==> config.mk <==
export PLATFORM = sky130hd
export DESIGN_NAME = appmul_recovery_ctrl
export DESIGN_NICKNAME = d
export VERILOG_FILES = /design/src/rtl/appmul_pkg.sv /design/src/rtl/serial_chunk_adder.sv /design/src/rtl/appmul_recovery_ctrl.sv
export SDC_FILE = /design/constraint.sdc
export NUM_CORES = 1
export LEC_CHECK = 0
export CAP_MARGIN = 10
export CORE_ASPECT_RATIO = 2
export CORE_MARGIN = 5
export CORE_UTILIZATION = 49
export DETAILED_ROUTE_END_ITERATION = 6
export MAX_ROUTING_LAYER = met4
export PLACE_DENSITY = 0.8
export SYNTH_ARGS = -nofsm -noshare
export SYNTH_HDL_FRONTEND = slang
export SYNTH_SLANG_ARGS = --single-unit
==> constraint.sdc <==
create_clock -name clk -period 4 [get_ports clk]
set_input_delay 1 -clock clk [delete_from_list [all_inputs] [get_ports clk]]
set_output_delay 1 -clock clk [all_outputs]
set_load 0.05 [all_outputs]
==> src/rtl/appmul_pkg.sv <==
`default_nettype none
// ============================================================================
// Module      : appmul_pkg
// Description : Shared types and default widths for the approximate-multiplier
//               recovery controller.
// Revision    : 1.0 - initial release
// ============================================================================
// Core invariant: core_p + core_err == exact product (mod 2^PW). Adding the
// error term back onto the approximate product therefore yields the exact
// product, and any carry out of the top chunk is discarded.
package appmul_pkg;

    localparam int c_OP_W  = 16;
    localparam int c_PW    = 2 * c_OP_W;
    localparam int c_CHUNK = 8;

    typedef enum logic [1:0] {
        ST_IDLE    = 2'd0,
        ST_WAIT    = 2'd1,
        ST_RECOVER = 2'd2,
        ST_DONE    = 2'd3
    } state_t;

endpackage
`default_nettype wire

==> src/rtl/serial_chunk_adder.sv <==
`default_nettype none
// ============================================================================
// Module      : serial_chunk_adder
// Description : Holds the captured approximate product and error term and,
//               when started, adds them CHUNK bits per cycle (N cycles).
// Revision    : 1.0 - initial release
// ============================================================================
module serial_chunk_adder
    import appmul_pkg::*;
#(
    parameter int PW    = c_PW,
    parameter int CHUNK = c_CHUNK
) (
    input  logic          clk,
    input  logic          rst_n,
    input  logic          i_load,
    input  logic [PW-1:0] i_p,
    input  logic [PW-1:0] i_e,
    input  logic          i_start,
    output logic          o_busy,
    output logic          o_done,
    output logic [PW-1:0] o_p
);

    localparam int c_N     = PW / CHUNK;
    localparam int c_IDX_W = (c_N > 1) ? $clog2(c_N) : 1;
    localparam logic [c_IDX_W-1:0] c_LAST = c_IDX_W'(c_N - 1);

    logic [PW-1:0]      r_p;
    logic [PW-1:0]      r_e;
    logic               r_carry;
    logic [c_IDX_W-1:0] r_idx;
    logic               r_busy;
    logic [CHUNK:0]     w_sum;

    // Sum of the current chunk pair plus the carry from the previous chunk
    always_comb begin
        w_sum = {1'b0, r_p[r_idx*CHUNK +: CHUNK]}
              + {1'b0, r_e[r_idx*CHUNK +: CHUNK]}
              + {{CHUNK{1'b0}}, r_carry};
    end

    // Load captures the core outputs; while busy, one chunk is replaced per cycle
    always_ff @(posedge clk or negedge rst_n) begin
        if (!rst_n) begin
            r_p     <= '0;
            r_e     <= '0;
            r_carry <= 1'b0;
            r_idx   <= '0;
            r_busy  <= 1'b0;
        end else if (i_load) begin
            r_p     <= i_p;
            r_e     <= i_e;
            r_carry <= 1'b0;
            r_idx   <= '0;
            r_busy  <= i_start;
        end else if (r_busy) begin
            r_p[r_idx*CHUNK +: CHUNK] <= w_sum[CHUNK-1:0];
            if (r_idx == c_LAST) begin
                // Final carry-out is dropped: the result is modulo 2^PW
                r_carry <= 1'b0;
                r_idx   <= '0;
                r_busy  <= 1'b0;
            end else begin
                r_carry <= w_sum[CHUNK];
                r_idx   <= r_idx + 1'b1;
            end
        end
    end

    assign o_busy = r_busy;
    assign o_done = r_busy && (r_idx == c_LAST);
    assign o_p    = r_p;

endmodule
`default_nettype wire

==> src/rtl/appmul_recovery_ctrl.sv <==
`default_nettype none
// ============================================================================
// Module      : appmul_recovery_ctrl
// Description : Sequences operand pairs through an external approximate
//               multiplier, optionally adds back its error term, returns the
//               result over valid/ready and counts non-zero error terms.
// Revision    : 1.0 - initial release
// ============================================================================
module appmul_recovery_ctrl
    import appmul_pkg::*;
#(
    parameter int OP_W     = c_OP_W,
    parameter int PW       = c_PW,
    parameter int CHUNK    = c_CHUNK,
    parameter int CORE_LAT = 1,
    parameter int CNT_W    = 16
) (
    input  logic             clk,
    input  logic             rst_n,
    input  logic             in_valid,
    output logic             in_ready,
    input  logic [OP_W-1:0]  in_a,
    input  logic [OP_W-1:0]  in_b,
    input  logic             in_recover,
    output logic             out_valid,
    input  logic             out_ready,
    output logic [PW-1:0]    out_p,
    output logic             out_recovered,
    output logic [OP_W-1:0]  core_a,
    output logic [OP_W-1:0]  core_b,
    input  logic [PW-1:0]    core_p,
    input  logic [PW-1:0]    core_err,
    input  logic             clr_cnt,
    output logic [CNT_W-1:0] err_cnt
);

    localparam int c_WCNT_W = (CORE_LAT > 1) ? $clog2(CORE_LAT) : 1;
    localparam logic [c_WCNT_W-1:0] c_WLOAD = c_WCNT_W'(CORE_LAT - 1);

    state_t              r_state;
    logic [c_WCNT_W-1:0] r_wcnt;
    logic                r_rec;
    logic                r_in_ready;
    logic                r_out_valid;
    logic [PW-1:0]       r_out_p;
    logic                r_out_rec;
    logic [OP_W-1:0]     r_core_a;
    logic [OP_W-1:0]     r_core_b;
    logic [CNT_W-1:0]    r_err_cnt;

    logic                w_sample;
    logic                w_add_busy;
    logic                w_add_done;
    logic [PW-1:0]       w_add_p;

    // Core outputs are valid in the last wait cycle
    assign w_sample = (r_state == ST_WAIT) && (r_wcnt == '0);

    serial_chunk_adder #(
        .PW    (PW),
        .CHUNK (CHUNK)
    ) u_adder (
        .clk     (clk),
        .rst_n   (rst_n),
        .i_load  (w_sample),
        .i_p     (core_p),
        .i_e     (core_err),
        .i_start (r_rec),
        .o_busy  (w_add_busy),
        .o_done  (w_add_done),
        .o_p     (w_add_p)
    );

    // Operation sequencing and both handshakes, all outputs registered
    always_ff @(posedge clk or negedge rst_n) begin
        if (!rst_n) begin
            r_state     <= ST_IDLE;
            r_wcnt      <= '0;
            r_rec       <= 1'b0;
            r_in_ready  <= 1'b1;
            r_out_valid <= 1'b0;
            r_out_p     <= '0;
            r_out_rec   <= 1'b0;
            r_core_a    <= '0;
            r_core_b    <= '0;
        end else begin
            case (r_state)
                ST_IDLE: begin
                    if (in_valid) begin
                        r_core_a   <= in_a;
                        r_core_b   <= in_b;
                        r_rec      <= in_recover;
                        r_wcnt     <= c_WLOAD;
                        r_in_ready <= 1'b0;
                        r_state    <= ST_WAIT;
                    end
                end
                ST_WAIT: begin
                    if (r_wcnt == '0) begin
                        r_state <= r_rec ? ST_RECOVER : ST_DONE;
                    end else begin
                        r_wcnt <= r_wcnt - 1'b1;
                    end
                end
                ST_RECOVER: begin
                    if (w_add_done || !w_add_busy) begin
                        r_state <= ST_DONE;
                    end
                end
                ST_DONE: begin
                    if (!r_out_valid) begin
                        r_out_valid <= 1'b1;
                        r_out_p     <= w_add_p;
                        r_out_rec   <= r_rec;
                    end else if (out_ready) begin
                        r_out_valid <= 1'b0;
                        r_in_ready  <= 1'b1;
                        r_state     <= ST_IDLE;
                    end
                end
                default: r_state <= ST_IDLE;
            endcase
        end
    end

    // Saturating count of non-zero error terms; clear wins over increment
    always_ff @(posedge clk or negedge rst_n) begin
        if (!rst_n) begin
            r_err_cnt <= '0;
        end else if (clr_cnt) begin
            r_err_cnt <= '0;
        end else if (w_sample && (core_err != '0) && (r_err_cnt != {CNT_W{1'b1}})) begin
            r_err_cnt <= r_err_cnt + 1'b1;
        end
    end

    assign in_ready      = r_in_ready;
    assign out_valid     = r_out_valid;
    assign out_p         = r_out_p;
    assign out_recovered = r_out_rec;
    assign core_a        = r_core_a;
    assign core_b        = r_core_b;
    assign err_cnt       = r_err_cnt;

endmodule
`default_nettype wire

# After elaboration in Yosys (flattened, before gate mapping)
# Cells that the tools add are included.
word_totals:
  input_bits: 102
  elab_cells: 83
  regBits: 155
  out_inout_bits: 83
classes:
  n_reduce_logical: 17
  n_eq_ne: 10
  muxes: 29
  n_shift: 4
  n_bitwise: 2
  add_sub_neg: 6
ops:
  columns: ["operator", "count"]
  rows:
  - ["32-bit two-way mux", 2]
  - ["32-bit by 6-bit indexed part select with 8-bit output", 2]
  - ["5-bit negation with 34-bit output", 1]
  - ["8-bit by 34-bit variable shift with 32-bit output, first input constant", 1]
  - ["8-bit by 34-bit indexed part select with 32-bit output", 1]
  - ["32-bit bitwise mux", 1]
  - ["16-bit two-way mux", 2]
  - ["32-bit nonzero test", 1]
  - ["16-bit by 1-bit adder with 16-bit output, second input constant", 1]
  - ["2-bit two-way mux", 8]
  - ["16-bit != test, second input constant", 1]
  - ["1-bit two-way mux", 13]
  - ["2-bit != test, second input constant", 5]
  - ["8-bit by 8-bit adder with 9-bit output", 1]
  - ["9-bit by 1-bit adder with 9-bit output", 1]
  - ["2-bit case mux with 4 select lines", 1]
  - ["2-bit nonzero test", 4]
  - ["2-bit equality test, second input constant", 3]
  - ["2-bit AND reduction", 3]
  - ["5-bit AND reduction", 1]
  - ["1-bit logical AND", 4]
  - ["1-bit case mux with 2 select lines", 2]
  - ["4-bit AND reduction", 1]
  - ["2-bit by 1-bit adder with 2-bit output, second input constant", 1]
  - ["other kinds (6)", 7]

# Depth between registers and ports, before layout
logic_depth:
  depth_word: 7
  ltp_mapped: 11
  ltp_nobuf: 9

# Cells and area by module
# Synthesis repeated with hierarchy kept, for this count alone.
unflattened:
  cells_unflattened: 557
  hier_area_um2: 7240.7
by_module_without_submodules:
  columns: ["mod", "seq_area_each_um2", "area_per_inst_um2", "cells_per_inst", "n_inst"]
  rows:
  - ["appmul_recovery_ctrl", 2153.3, 3696.0, 279, 1]
  - ["serial_chunk_adder", 1701.6, 3544.6, 278, 1]

# Least setup slack after synthesis
# OpenSTA, ideal clock, no wires.
synth_timing:
  path_type: "register to register"
  from: "register u_adder.r_idx[0]"
  to: "register u_adder.r_p[6] (netlist: u_adder.o_p[6])"
  setup_time_ns: 0.065
  path_buffers: 2
  arrival_ns: 3.065
  required_ns: 3.935
  path_stages_with_launch: 12
  synth_period_minus_slack_ns: 3.130
  slack_ns: 0.870
  path_cell_list: "dfrtp_1 clkbuf_1 buf_2 mux4_2 fa_1 inv_1 fa_1 nor2b_1 o31a_1 o31a_1 a21oi_1 a21o_1"
synth_between:
  elab_chain_cells: 7
  word_cells_on_any_way: 10
  classes_between: "add/sub (3); shift (4); mux (3)"
synth_lines:
  columns: ["element", "line", "source"]
  rows:
  - ["from (decl)", "serial_chunk_adder.sv:32", "logic [c_IDX_W-1:0] r_idx;"]
  - ["from (signal assigned)", "serial_chunk_adder.sv:66", "r_idx <= r_idx + 1'b1;"]
  - ["32-bit by 6-bit indexed part select with 8-bit output, on equally long branches", "serial_chunk_adder.sv:38, serial_chunk_adder.sv:39", null]
  - ["8-bit by 8-bit adder with 9-bit output", "serial_chunk_adder.sv:39", "+ {1'b0, r_e[r_idx*CHUNK +: CHUNK]}"]
  - ["9-bit by 1-bit adder with 9-bit output", "serial_chunk_adder.sv:40", "+ {{CHUNK{1'b0}}, r_carry};"]
  - ["8-bit by 34-bit indexed part select with 32-bit output", "serial_chunk_adder.sv:58", "r_p[r_idx*CHUNK +: CHUNK] <= w_sum[CHUNK-1:0];"]
  - ["32-bit bitwise mux *", "serial_chunk_adder.sv:58", null]
  - ["32-bit two-way mux *", "serial_chunk_adder.sv:57", "end else if (r_busy) begin"]
  - ["32-bit two-way mux *", "serial_chunk_adder.sv:51", "end else if (i_load) begin"]
  - ["to (signal assigned)", "serial_chunk_adder.sv:52", "r_p <= i_p;"]
  - ["to (signal, indexed assignment)", "serial_chunk_adder.sv:58", null]
  - ["to (decl)", "serial_chunk_adder.sv:29", "logic [PW-1:0] r_p;"]
# Every way passes the cells marked *; elsewhere a longest branch is shown, timed or not. The select of a mux whose other input is x is not followed.
# A chain may end at the register's enable or synchronous reset.

# Worst setup path in the final report
layout_timing:
  from: "register u_adder.r_idx[0]"
  to: "register u_adder.r_p[14] (netlist: u_adder.o_p[14])"
# Same word-level chain as after synthesis.

==> results.sh <==
export IMPL_p_total_mw=9.14
export IMPL_dpl_hpwl_um=16500
export IMPL_clock_sinks=154
export IMPL_worst_pin_slew_ns=1.06
export IMPL_wirelength_um=21200
export IMPL_final_nets=851
export IMPL_fp_dieArea_mm2=0.0171
export IMPL_synth_ff_type="dfrtp_1"
export IMPL_slew_headroom_pct=29.7
export IMPL_row_count=62
export IMPL_setup_tns_ns=0
export IMPL_dr_pass1_iters=5
export IMPL_portBuffers=184
export IMPL_synth_top_area_cell="dfrtp_1"
export IMPL_avgSynthCellArea_um2=13.0
export IMPL_first_global_vias=6056
export IMPL_clock_root_buffer="clkbuf_16"
export IMPL_globalRouteOverflowTotal=0
export IMPL_die_h_um=180
export IMPL_postCtsHoldBufs=0
export IMPL_gp_congestion=0.975
export IMPL_cp_cell_sequence="mux4_2 > fa_1 > inv_1 > fa_1 > nor2b_1 > o31a_1 > o31a_1 > a21oi_1 > a21o_1"
export IMPL_io_pins=185
export IMPL_path_class="register to register"
export IMPL_vias=5428
export IMPL_grt_use_total_pct=26.5
export IMPL_grt_max_degree=74
export IMPL_status="finished clean"
export IMPL_die_w_um=95.0
export IMPL_insertion_delay_ns=0.42
export IMPL_power_density_mw_per_mm2=943
export IMPL_mostFrequentLayoutCells="183 x clkdlybuf4s50_1, 153 x dfrtp_1, 99 x mux2_2, 31 x o21ai_0, 26 x nand2_1"
export IMPL_dr_first_iter_drc_count=278
export IMPL_finalCritPeriodShare_pct=86.6
export IMPL_vias_per_cell=5.80
export IMPL_avgRoutedWirePerCell_um=22.6
export IMPL_hold_class="register to register"
export IMPL_numCtsBuffers=17
export IMPL_synth_edff_count=0
export IMPL_yosysUniqueCellTypes=43
export IMPL_cp_top_family="compound AO/OA/AOI/OAI gates"
export IMPL_crit_buf_inv=1
export IMPL_cap_violations=0
export IMPL_max_stage_delay_ns=0.74
export IMPL_clk_path_buf_depth=2
export IMPL_finalCoreUtilization_pct=67.9
export IMPL_p_leak_nw=4.06
export IMPL_cts_setup_buffers=0
export IMPL_setup_viol=0
export IMPL_peakVddDrop_mv=0.494
export IMPL_final_common_cell="clkdlybuf4s50_1"
export IMPL_synthTopCellsByArea="dfrtp_1 54%, mux2_2 16%, mux4_2 5.1%"
export IMPL_synth_cells=545
export IMPL_async_reset_ff_share_pct=100
export IMPL_critPathMaxFanout=8
export IMPL_ys_warn_count=0
export IMPL_htree_levels=4
export IMPL_cts_tree="yes"
export IMPL_synth_fp_nets=665
export IMPL_final_max_slew_violation_count=0
export IMPL_grt_pass1_wl_um=32700
export IMPL_core_area_mm2=0.0143
export IMPL_initial_utilization_pct=49.6
export IMPL_drc_errors=0
export IMPL_synth_top_area_share_pct=54.0
export IMPL_critPathSlowestCell="dfrtp_1"
export IMPL_clock_fmax_mhz=289
export IMPL_syn_cell_area_mm2=0.00709
export IMPL_path_clk_slew_ns=0.07
export IMPL_ant_nets=0
export IMPL_fin_skew_ns=0.0127
export IMPL_post_cts_resized=0
export IMPL_required_ns=4.35
export IMPL_drive_gt1_share_pct=21.6
export IMPL_crit_arrival_ns=3.82
export IMPL_worstSetupEndpointType="register"
export IMPL_hold_ws_ns=0.504
export IMPL_yosysSeqAreaShare_pct=54.4
export IMPL_startpoint_type="register"
export IMPL_n_antenna_cell=0
export IMPL_antenna_found_initial=0
export IMPL_syn_to_final_growth_pct=36.8
export IMPL_rsz0062_at_grt="false"
export IMPL_final_hold_viol_count=0
export IMPL_synth_seq_cells=154
export IMPL_period_needed_ns=3.47
synthesized netlist by cell type (7+ instances only):
library cell	n
dfrtp_1	153
mux2_2	99
o21ai_0	31
nand2_1	26
a22oi_1	24
a21oi_1	22
clkbuf_1	18
inv_1	18
nor2_1	17
ha_1	16
mux4_2	16
nor4_1	13
nand3_1	8
or4_1	8
o31ai_1	7
final timing paths:
path	start	cells past startpoint	end	slack [ns]
max	u_adder.r_idx[0]$_DFFE_PN0P_	9	u_adder.o_p[14]$_DFFE_PN0P_	0.53
min	out_p[3]$_DFFE_PN0P_	1	out_p[3]$_DFFE_PN0P_	0.50
max reg2reg	u_adder.r_idx[0]$_DFFE_PN0P_	9	u_adder.o_p[14]$_DFFE_PN0P_	0.53
min reg2reg	out_p[3]$_DFFE_PN0P_	1	out_p[3]$_DFFE_PN0P_	0.50
max in group asynchronous	rst_n	2	core_b[13]$_DFFE_PN0P_	2.56
min in group asynchronous	rst_n	1	out_p[11]$_DFFE_PN0P_	0.58
cell type report:
class                   instances  area, um2
clock buffers                  19        443
well taps                     192        240
inverters                      18       67.6
repair buffers                193       1920
clock inverters                13        111
multi-input cells             347       3050
flip-flops and latches        154       3850
fillers                      1080       4580
worst reg2reg max path, delay by kind of cell (launching register included):
family,cells,cell delay (ns)
adders and majority gates,2,0.70
AOI/OAI and AO/OA,4,1.14
and+or+nand+nor,1,0.07
muxes,1,0.67
buffers and inverters,1,0.10
DFF,1,0.74
metrics by stage:
step | setup slack [ns] | instances | area, um2
floorplan | 0.870 | 545 | 7090
detailed placement | 0.312 | 904 | 9140
CTS | 0.516 | 936 | 9690
global route | 0.433 | 936 | 9690
finish | 0.535 | 936 | 9690
global placement | 0.324 | 904 | 9140
per-layer routing:
metal | part of all wire [%] | up-vias | wire, um | track usage [%]
met4 | 6.0 | 0 | 1270 | 14.9
li1 | - | 2409 | - | -
met5 | 0 | - | 0 | -
met2 | 56 | 245 | 11800 | 46.7
met3 | 5.3 | 70 | 1120 | 5.14
met1 | 33 | 2704 | 7010 | 26.3
sequential cells by signal, summed over array words and instances (netlist names), 2 cells and up:
signal and flops:
out_p 32, u_adder.o_p 32, core_b 16, err_cnt 16, core_a 16, u_adder.r_idx 2
u_adder.r_e 32, r_state 2
power by group:
part / total (mW) / internal (mW) / switching, mW
Sequential: 2.80 / 2.25 / 0.549
Combinational: 4.83 / 1.96 / 2.87
Clock: 1.51 / 0.825 / 0.682
cells by family after synthesis:
logic type               share of synthesized area (%)
flip-flops                                        54.4
multiplexers                                      21.7
AO/OA/AOI/OAI                                     9.96
AND/OR/NAND/NOR                                   7.33
buffers and inverters                             2.58
adder cells (fa/ha/maj)                           3.39
XOR/XNOR                                         0.618
No activity file was read; power rests on OpenSTA's default activity.
